## src/rtl/pdm_dac_pkg.sv

```systemverilog
// Shared constants, state encoding and helpers for the pdm_dac output stage.
package pdm_dac_pkg;

    localparam int unsigned DATA_W  = 16;
    localparam int unsigned ACC_W   = DATA_W + 1;
    localparam int unsigned ATTEN_W = 5;

    typedef enum logic [1:0] {
        S_MUTED     = 2'd0,
        S_RAMP_UP   = 2'd1,
        S_PLAY      = 2'd2,
        S_RAMP_DOWN = 2'd3
    } state_e;

    localparam logic [ATTEN_W-1:0] ATTEN_MUTE    = 5'd16;
    localparam logic [ATTEN_W-1:0] ATTEN_FULL    = 5'd0;
    localparam logic [DATA_W-1:0]  MIDSCALE_DFLT = 16'h8000;

    // Offset-binary <-> two's complement: both directions are an MSB flip.
    function automatic logic [DATA_W-1:0] flip_msb(input logic [DATA_W-1:0] x);
        return {~x[DATA_W-1], x[DATA_W-2:0]};
    endfunction

endpackage

```

## src/rtl/pdm_dac_sdm1.sv

```systemverilog
// First-order sigma-delta modulator: 16-bit phase accumulator whose carry is the bitstream.
module sdm1
    import pdm_dac_pkg::*;
(
    input  logic              clk,
    input  logic              rst_n,
    input  logic [DATA_W-1:0] level,
    output logic              pdm_out
);

    logic [ACC_W-1:0] acc;

    // Carry out of the previous sum is discarded before the next add, so acc[16] is the output bit.
    always_ff @(posedge clk or negedge rst_n) begin
        if (!rst_n) begin
            acc <= '0;
        end else begin
            acc <= {1'b0, acc[DATA_W-1:0]} + {1'b0, level};
        end
    end

    assign pdm_out = acc[ACC_W-1];

endmodule

```

## src/rtl/pdm_dac.sv

```systemverilog
// Audio output stage: sample capture on clk_slow rising edges, mute/unmute ramp, PDM conversion.
module pdm_dac
    import pdm_dac_pkg::*;
#(
    parameter int unsigned       RAMP_DIV = 4,
    parameter logic [DATA_W-1:0] MIDSCALE = MIDSCALE_DFLT
) (
    input  logic              clk,
    input  logic              rst_n,
    input  logic              clk_slow,
    input  logic [DATA_W-1:0] din,
    input  logic              en,
    output logic              pdm_out,
    output logic              muted,
    output logic              active,
    output logic [DATA_W-1:0] level
);

    localparam int unsigned      CNT_W    = (RAMP_DIV > 1) ? $clog2(RAMP_DIV) : 1;
    localparam logic [CNT_W-1:0] CNT_LAST = CNT_W'(RAMP_DIV - 1);

    logic                      clk_slow_q;
    logic                      seen_low;
    logic                      stb;
    logic                      step;
    logic [DATA_W-1:0]         sample_q;
    logic [DATA_W-1:0]         lvl;
    logic signed [DATA_W-1:0]  d_s;
    logic signed [DATA_W-1:0]  s_s;
    logic [ATTEN_W-1:0]        atten;
    logic [ATTEN_W-1:0]        atten_nxt;
    logic [CNT_W-1:0]          ramp_cnt;
    logic [CNT_W-1:0]          ramp_cnt_nxt;
    state_e                    state;
    state_e                    state_nxt;
    logic                      muted_nxt;
    logic                      active_nxt;

    // seen_low blocks a false strobe when clk_slow is already high as reset releases.
    assign stb  = clk_slow & ~clk_slow_q & seen_low;
    assign step = stb && (ramp_cnt == CNT_LAST);

    // Sample capture and the registered modulator input.
    always_ff @(posedge clk or negedge rst_n) begin
        if (!rst_n) begin
            clk_slow_q <= 1'b0;
            seen_low   <= 1'b0;
            sample_q   <= MIDSCALE;
            level      <= MIDSCALE;
        end else begin
            clk_slow_q <= clk_slow;
            seen_low   <= seen_low | ~clk_slow;
            if (stb) begin
                sample_q <= din;
            end
            level <= lvl;
        end
    end

    // Ramp state register; status outputs are registered alongside it.
    always_ff @(posedge clk or negedge rst_n) begin
        if (!rst_n) begin
            state    <= S_MUTED;
            atten    <= ATTEN_MUTE;
            ramp_cnt <= '0;
            muted    <= 1'b1;
            active   <= 1'b0;
        end else begin
            state    <= state_nxt;
            atten    <= atten_nxt;
            ramp_cnt <= ramp_cnt_nxt;
            muted    <= muted_nxt;
            active   <= active_nxt;
        end
    end

    // Next-state: a change of en always takes priority over a pending attenuation step.
    always_comb begin
        state_nxt    = state;
        atten_nxt    = atten;
        ramp_cnt_nxt = ramp_cnt;
        case (state)
            S_MUTED: begin
                atten_nxt = ATTEN_MUTE;
                if (en) begin
                    state_nxt    = S_RAMP_UP;
                    ramp_cnt_nxt = '0;
                end
            end
            S_RAMP_UP: begin
                if (!en) begin
                    state_nxt    = S_RAMP_DOWN;
                    ramp_cnt_nxt = '0;
                end else if (atten == ATTEN_FULL) begin
                    state_nxt = S_PLAY;
                end else if (stb) begin
                    if (step) begin
                        ramp_cnt_nxt = '0;
                        atten_nxt    = atten - ATTEN_W'(1);
                        if (atten == ATTEN_W'(1)) begin
                            state_nxt = S_PLAY;
                        end
                    end else begin
                        ramp_cnt_nxt = ramp_cnt + CNT_W'(1);
                    end
                end
            end
            S_PLAY: begin
                atten_nxt = ATTEN_FULL;
                if (!en) begin
                    state_nxt    = S_RAMP_DOWN;
                    ramp_cnt_nxt = '0;
                end
            end
            S_RAMP_DOWN: begin
                if (en) begin
                    state_nxt    = S_RAMP_UP;
                    ramp_cnt_nxt = '0;
                end else if (atten >= ATTEN_MUTE) begin
                    state_nxt = S_MUTED;
                end else if (stb) begin
                    if (step) begin
                        ramp_cnt_nxt = '0;
                        atten_nxt    = atten + ATTEN_W'(1);
                        if (atten == ATTEN_MUTE - ATTEN_W'(1)) begin
                            state_nxt = S_MUTED;
                        end
                    end else begin
                        ramp_cnt_nxt = ramp_cnt + CNT_W'(1);
                    end
                end
            end
            default: begin
                state_nxt    = S_MUTED;
                atten_nxt    = ATTEN_MUTE;
                ramp_cnt_nxt = '0;
            end
        endcase
    end

    // Outputs: status flags for the next state and the attenuated level.
    always_comb begin
        muted_nxt  = (state_nxt == S_MUTED);
        active_nxt = (state_nxt == S_PLAY);
        d_s        = signed'(flip_msb(sample_q));
        s_s        = d_s >>> atten;
        lvl        = MIDSCALE;
        if (atten < ATTEN_MUTE) begin
            lvl = flip_msb(s_s);
        end
    end

    sdm1 u_sdm1 (
        .clk     (clk),
        .rst_n   (rst_n),
        .level   (level),
        .pdm_out (pdm_out)
    );

endmodule

```

## config.mk

```make
export PLATFORM = sky130hd
export DESIGN_NAME = pdm_dac
export DESIGN_NICKNAME = d
export VERILOG_FILES = /design/src/rtl/pdm_dac_pkg.sv /design/src/rtl/pdm_dac_sdm1.sv /design/src/rtl/pdm_dac.sv
export SDC_FILE = /design/constraint.sdc
export NUM_CORES = 1
export LEC_CHECK = 0
export CORE_MARGIN = 2
export CORE_UTILIZATION = 62
export DETAILED_ROUTE_END_ITERATION = 10
export GPL_TIMING_DRIVEN = 0
export PLACE_DENSITY = 0.84
export SYNTH_ARGS = -nofsm -noshare
export SYNTH_HDL_FRONTEND = slang
export SYNTH_HIERARCHICAL = 1
export SYNTH_SLANG_ARGS = --single-unit
export TNS_END_PERCENT = 20
```

## constraint.sdc

```tcl
create_clock -name clk -period 5.8 [get_ports clk]
set_clock_uncertainty 0.15 [all_clocks]
set_input_delay 0.58 -clock clk [delete_from_list [all_inputs] [get_ports clk]]
set_output_delay 0.58 -clock clk [all_outputs]
set_load 0.05 [all_outputs]
```

=== Word-level counts from Yosys, hierarchy flattened ===
Index checks and enable logic that the tools add are counted.

* Flip-flop bits (word level): 62
* Input port bits: 20
* Output and inout bits: 19
* Word-level logic and storage cells: 81

* $add $sub $neg: 4
* $lt $le $gt $ge: 2
* Equal/unequal tests: 19
* Shift-type cells: 1
* Mux-type cells: 32
* Bitwise gates (word level): 7
* Reduce and logical (&&, ||, !) cells: 6

{| class="wikitable"
|+ Operators with widths
! cell !! number
|-
| $mux W2 || 20
|-
| $mux W5 || 8
|-
| $ne A2 B2 Y1 const B || 10
|-
| $pmux W5 S4 || 1
|-
| $add A16 B16 Y17 || 1
|-
| $mux W16 || 1
|-
| $pmux W2 S4 || 2
|-
| $sshr A16 B5 Y16 || 1
|-
| $eq A2 B2 Y1 const B || 4
|-
| $reduce_and A8 Y1 || 1
|-
| $ne A3 B3 Y1 const B || 2
|-
| $add A5 B1 Y5 const B || 1
|-
| $eq A5 B1 Y1 const B || 1
|-
| $eq A5 B4 Y1 const B || 1
|-
| $ge A5 B5 Y1 const B || 1
|-
| $logic_not A5 Y1 || 1
|-
| $lt A5 B5 Y1 const B || 1
|-
| $sub A5 B1 Y5 const B || 1
|-
| $logic_not A2 Y1 || 2
|-
| $not A1 Y1 || 4
|-
| $reduce_and A4 Y1 || 1
|-
| $add A2 B1 Y2 const B || 1
|-
| $and A1 B1 Y1 || 2
|-
| $eq A2 B1 Y1 const B || 1
|-
| 2 further kinds || 2
|}

=== Depth between registers and ports, before layout ===
* Depth after elaboration: 10
* Gate-level depth with buffers: 8
* Depth with buffers taken out: 7

=== Hierarchy ===
Netlist, hierarchy kept.

{| class="wikitable"
|+ By module, submodules not included
! module !! instances !! cells each !! area an instance (µm²) !! sequential area each (µm²)
|-
| pdm_dac || 1 || 237 || 2,670.1 || 1,131.1
|-
| sdm1 || 1 || 117 || 1,201.2 || 425.4
|}

=== Worst setup path before layout ===
No wires, ideal clock.

* Path kind: flip-flop to flip-flop
* Start point: reg level[0]
* End point: reg u_sdm1.acc[16]
* Setup time: 0.126 ns
* Arrival time: 2.110 ns
* Data required time: 5.524 ns
* Slack: 3.414 ns
* Stages on the path, launching flop included: 8
* Buffers on the path: 0
* Period minus slack after synthesis: 2.386 ns
* Cells stage by stage: dfrtp_1 -> ha_1 -> fa_1 -> a21oi_1 -> o211ai_2 -> o211ai_2 -> o31ai_2 -> a311o_1

* Word-level cells in the longest chain between the ends: 1

{| class="wikitable"
|+ RTL lines
! element !! line !! text
|-
| from (decl) || pdm_dac.sv:16 || <nowiki>output logic [DATA_W-1:0] level</nowiki>
|-
| from (signal assigned) || pdm_dac.sv:56 || <nowiki>level <= lvl;</nowiki>
|-
| $add A16 B16 Y17 || pdm_dac_sdm1.sv:18 || <nowiki>acc <= {1'b0, acc[DATA_W-1:0]} + {1'b0, level};</nowiki>
|-
| to (signal assigned) || pdm_dac_sdm1.sv:18 ||
|-
| to (decl) || pdm_dac_sdm1.sv:11 || <nowiki>logic [ACC_W-1:0] acc;</nowiki>
|}

Every way passes these cells.
A chain may end at the register's enable or synchronous reset.

=== Worst setup path after layout ===
* Start point: reg level[15]
* End point: out level[15]

No word-level cell between the ends.

==> flow_summary.ini <==
[setup_path]
worstSetupPathType = register to primary output
cp_max_fo = 2
cpPeakStageDelay_ns = 0.80
startpoint_type = register
crit_chain = clkdlybuf4s50_1
crit_slowest_cell = clkdlybuf4s50_1
cp_data_required_time_ns = 5.07
cp_top_family = buffers and inverters
reg2reg_from = atten[0]
crit_start = level[15]
arrival_ns = 1.68
cp-end-kind = primary output
cp_num_buf_inv = 1

[timing]
final-hold-violation-count = 0
tns_ns = 0
fmax_mhz = 414
final.min_clock_period_ns = 2.41
rsz0062_at_grt = false
relSlewSlack_pct = 61.2
final-setup-viol-count = 0
fin_crit_sh_pct = 41.6
tightest_slew_ns = 0.575
setup_ws_ns = 3.39
drv_slew = 0
holdWs_ns = 0.0775

[floorplan]
rows = 28
dieArea_sq_um = 6890
fp.dieH_microns = 83.0
die_w_microns = 83.0
core_sq_um = 5990
pin_count = 39
initial_core_util_pct = 64.6

[logic_synthesis]
synth_ff_type = dfrtp_1
postSynth.asyncResetShare_pct = 100
yosysWarnings = 6
synth_common_cells = dfrtp_1 (58), a21oi_1 (24), mux2_2 (23), ha_1 (22), nand2_1 (22)
yosysTopAreaCellShare_pct = 37.5
synth_xor_area_share_pct = 3.85
synthesis.nets = 397
synthTopCellsByArea = dfrtp_1 (37%), ha_1 (7.1%), mux2_2 (6.7%)
synth_edf_count = 0
syn_area_sq_um = 3870
synth_compound_area_share_pct = 16.0
synth-adder-area-share_pct = 7.63
synth_top_family_by_area = compound AO/OA/AOI/OAI gates
ys_ff_latch = 62
synth_top_area_cell = dfrtp_1
synth.distinct_cells = 66
synth-simple-area-share_pct = 13.0
yosysMostFrequentCell = dfrtp_1
syn_avg_cell_area_sq_um = 10.9
synth-seq-area-share_pct = 40.2
synthMuxAreaShare_pct = 15.2
syn_inst = 354

[final_layout]
diodes = 0
final-seq-area_sq_um = 1560
final_area_sq_um = 4560
drive_gt1_share_pct = 20.0
syn_to_final_growth_pct = 17.8
nNetsFinal = 447
multi_input_area_sq_um = 2160
nFillCells = 408

[clock_network]
cts_setup_buffers = 0
clock_latency_ns = 0.35
clock_path_buffers = 2
cts_tree = built
htree_levels = 3
post_cts_resized = 0
root_buffer = clkbuf_8
cts_buffers = 9
hold_buffers = 0
cts_sinks = 62
clk_pin_slew_ns = 0.07

[grt]
grt_first_pass_wirelength_microns = 13500
grtUsageTotal_pct = 24.5
antenna_found_initial = 0
grt_pass1_vias = 2940
grt_max_degree = 40
grt_overflow = 0

[place]
place_area_sq_um = 4360
portBuffers = 38
preCtsSetupSlack_ns = 3.33
finalWeightedCongestion = 0.925
dpl.hpwl_microns = 5890

[power]
p_total_mw = 2.32
p_leak_nw = 1.94
power.density_nw_per_um2 = 510
peakVddDrop_v = 0.000354

[job]
cap_violations = 0

[routing]
post_drt_wl_per_cell_microns = 16.6
vias = 2953
antenna_left = 0
drt_iter0_markers = 139
met1_length_microns = 3560
wirelength_microns = 8050
via_per_inst = 6.10
first_pass_iters = 4
drc = 0
route.met2.wl_microns = 3990
dr.max_layer_used = met4
wl_met3_microns = 350

[run_status]
status = finished, final reports clean

[min_path]
hp-class = primary input to async pin
==> through the flow <==
step	utilization, %	cells
after floorplan	-	354
after global placement	72.5	467
after detailed placement	72.8	468
after CTS	76.1	484
after global routing	76.1	484
final	76.1	484
==> kinds of logic (layout without fill, tap and decap cells) <==
| logic type | Yosys count | after routing |
|---|---|---|
| AO/OA/AOI/OAI | 89 | 89 |
| AND/OR/NAND/NOR | 88 | 88 |
| flip-flops | 62 | 62 |
| multiplexers | 46 | 46 |
| buffers and inverters | 29 | 84 |
| adder cells (fa/ha/maj) | 23 | 23 |
| XOR/XNOR | 17 | 17 |
==> area by class of cell <==
| class | instances | share of cell area (%) |
|---|---|---|
| clock buffers | 10 | 3.02 |
| well taps | 75 | 2.06 |
| flip-flops and latches | 62 | 34.1 |
| clock inverters | 6 | 1.34 |
| multi-input cells | 263 | 47.3 |
| inverters | 10 | 0.823 |
| repair buffers | 39 | 8.67 |
| plain buffers | 19 | 2.66 |
==> final timing paths <==
path | to | slack, ns | cells after the start
min reg2reg | seen_low | 0.36 | 1
max | level[15] | 3.39 | 1
min in group clk | seen_low | 0.36 | 1
min | u_sdm1/acc[16] | 0.08 | 1
max in group asynchronous | sample_q[15] | 4.75 | 2
max reg2reg | ramp_cnt[1] | 3.39 | 8
==> registers in the layout, summed over array words and instances, names as in the netlist, 2 cells and up <==
signal and count:
atten 5, level 16, ramp_cnt 2, sample_q 16, state 2, u_sdm1/acc 17
==> report_power, final <==
group	switching [mW]	internal [mW]
sequential	0.0789	0.589
combinational	0.759	0.515
clock	0.173	0.208
==> cell usage in the layout, fill, tap and decap left out, types with 10 or more instances in the layout <==
cell type        instances
clkbuf_8                10
mux2i_1                 15
a21oi_1                 24
nor2_1                  18
xor2_1                  10
o21ai_0                 19
nand2_1                 22
dfrtp_1                 58
clkdlybuf4s50_1         37
ha_1                    22
mux2_2                  23
==> routing by layer <==
metal / vias to the layer above / global-route usage [%]
met1: 1448 / 31.4
met5: - / 0
met4: 0 / 11.2
met2: 83 / 39.0
li1: 1409 / -
met3: 13 / 6.36
(Power assumes the default switching activity.)
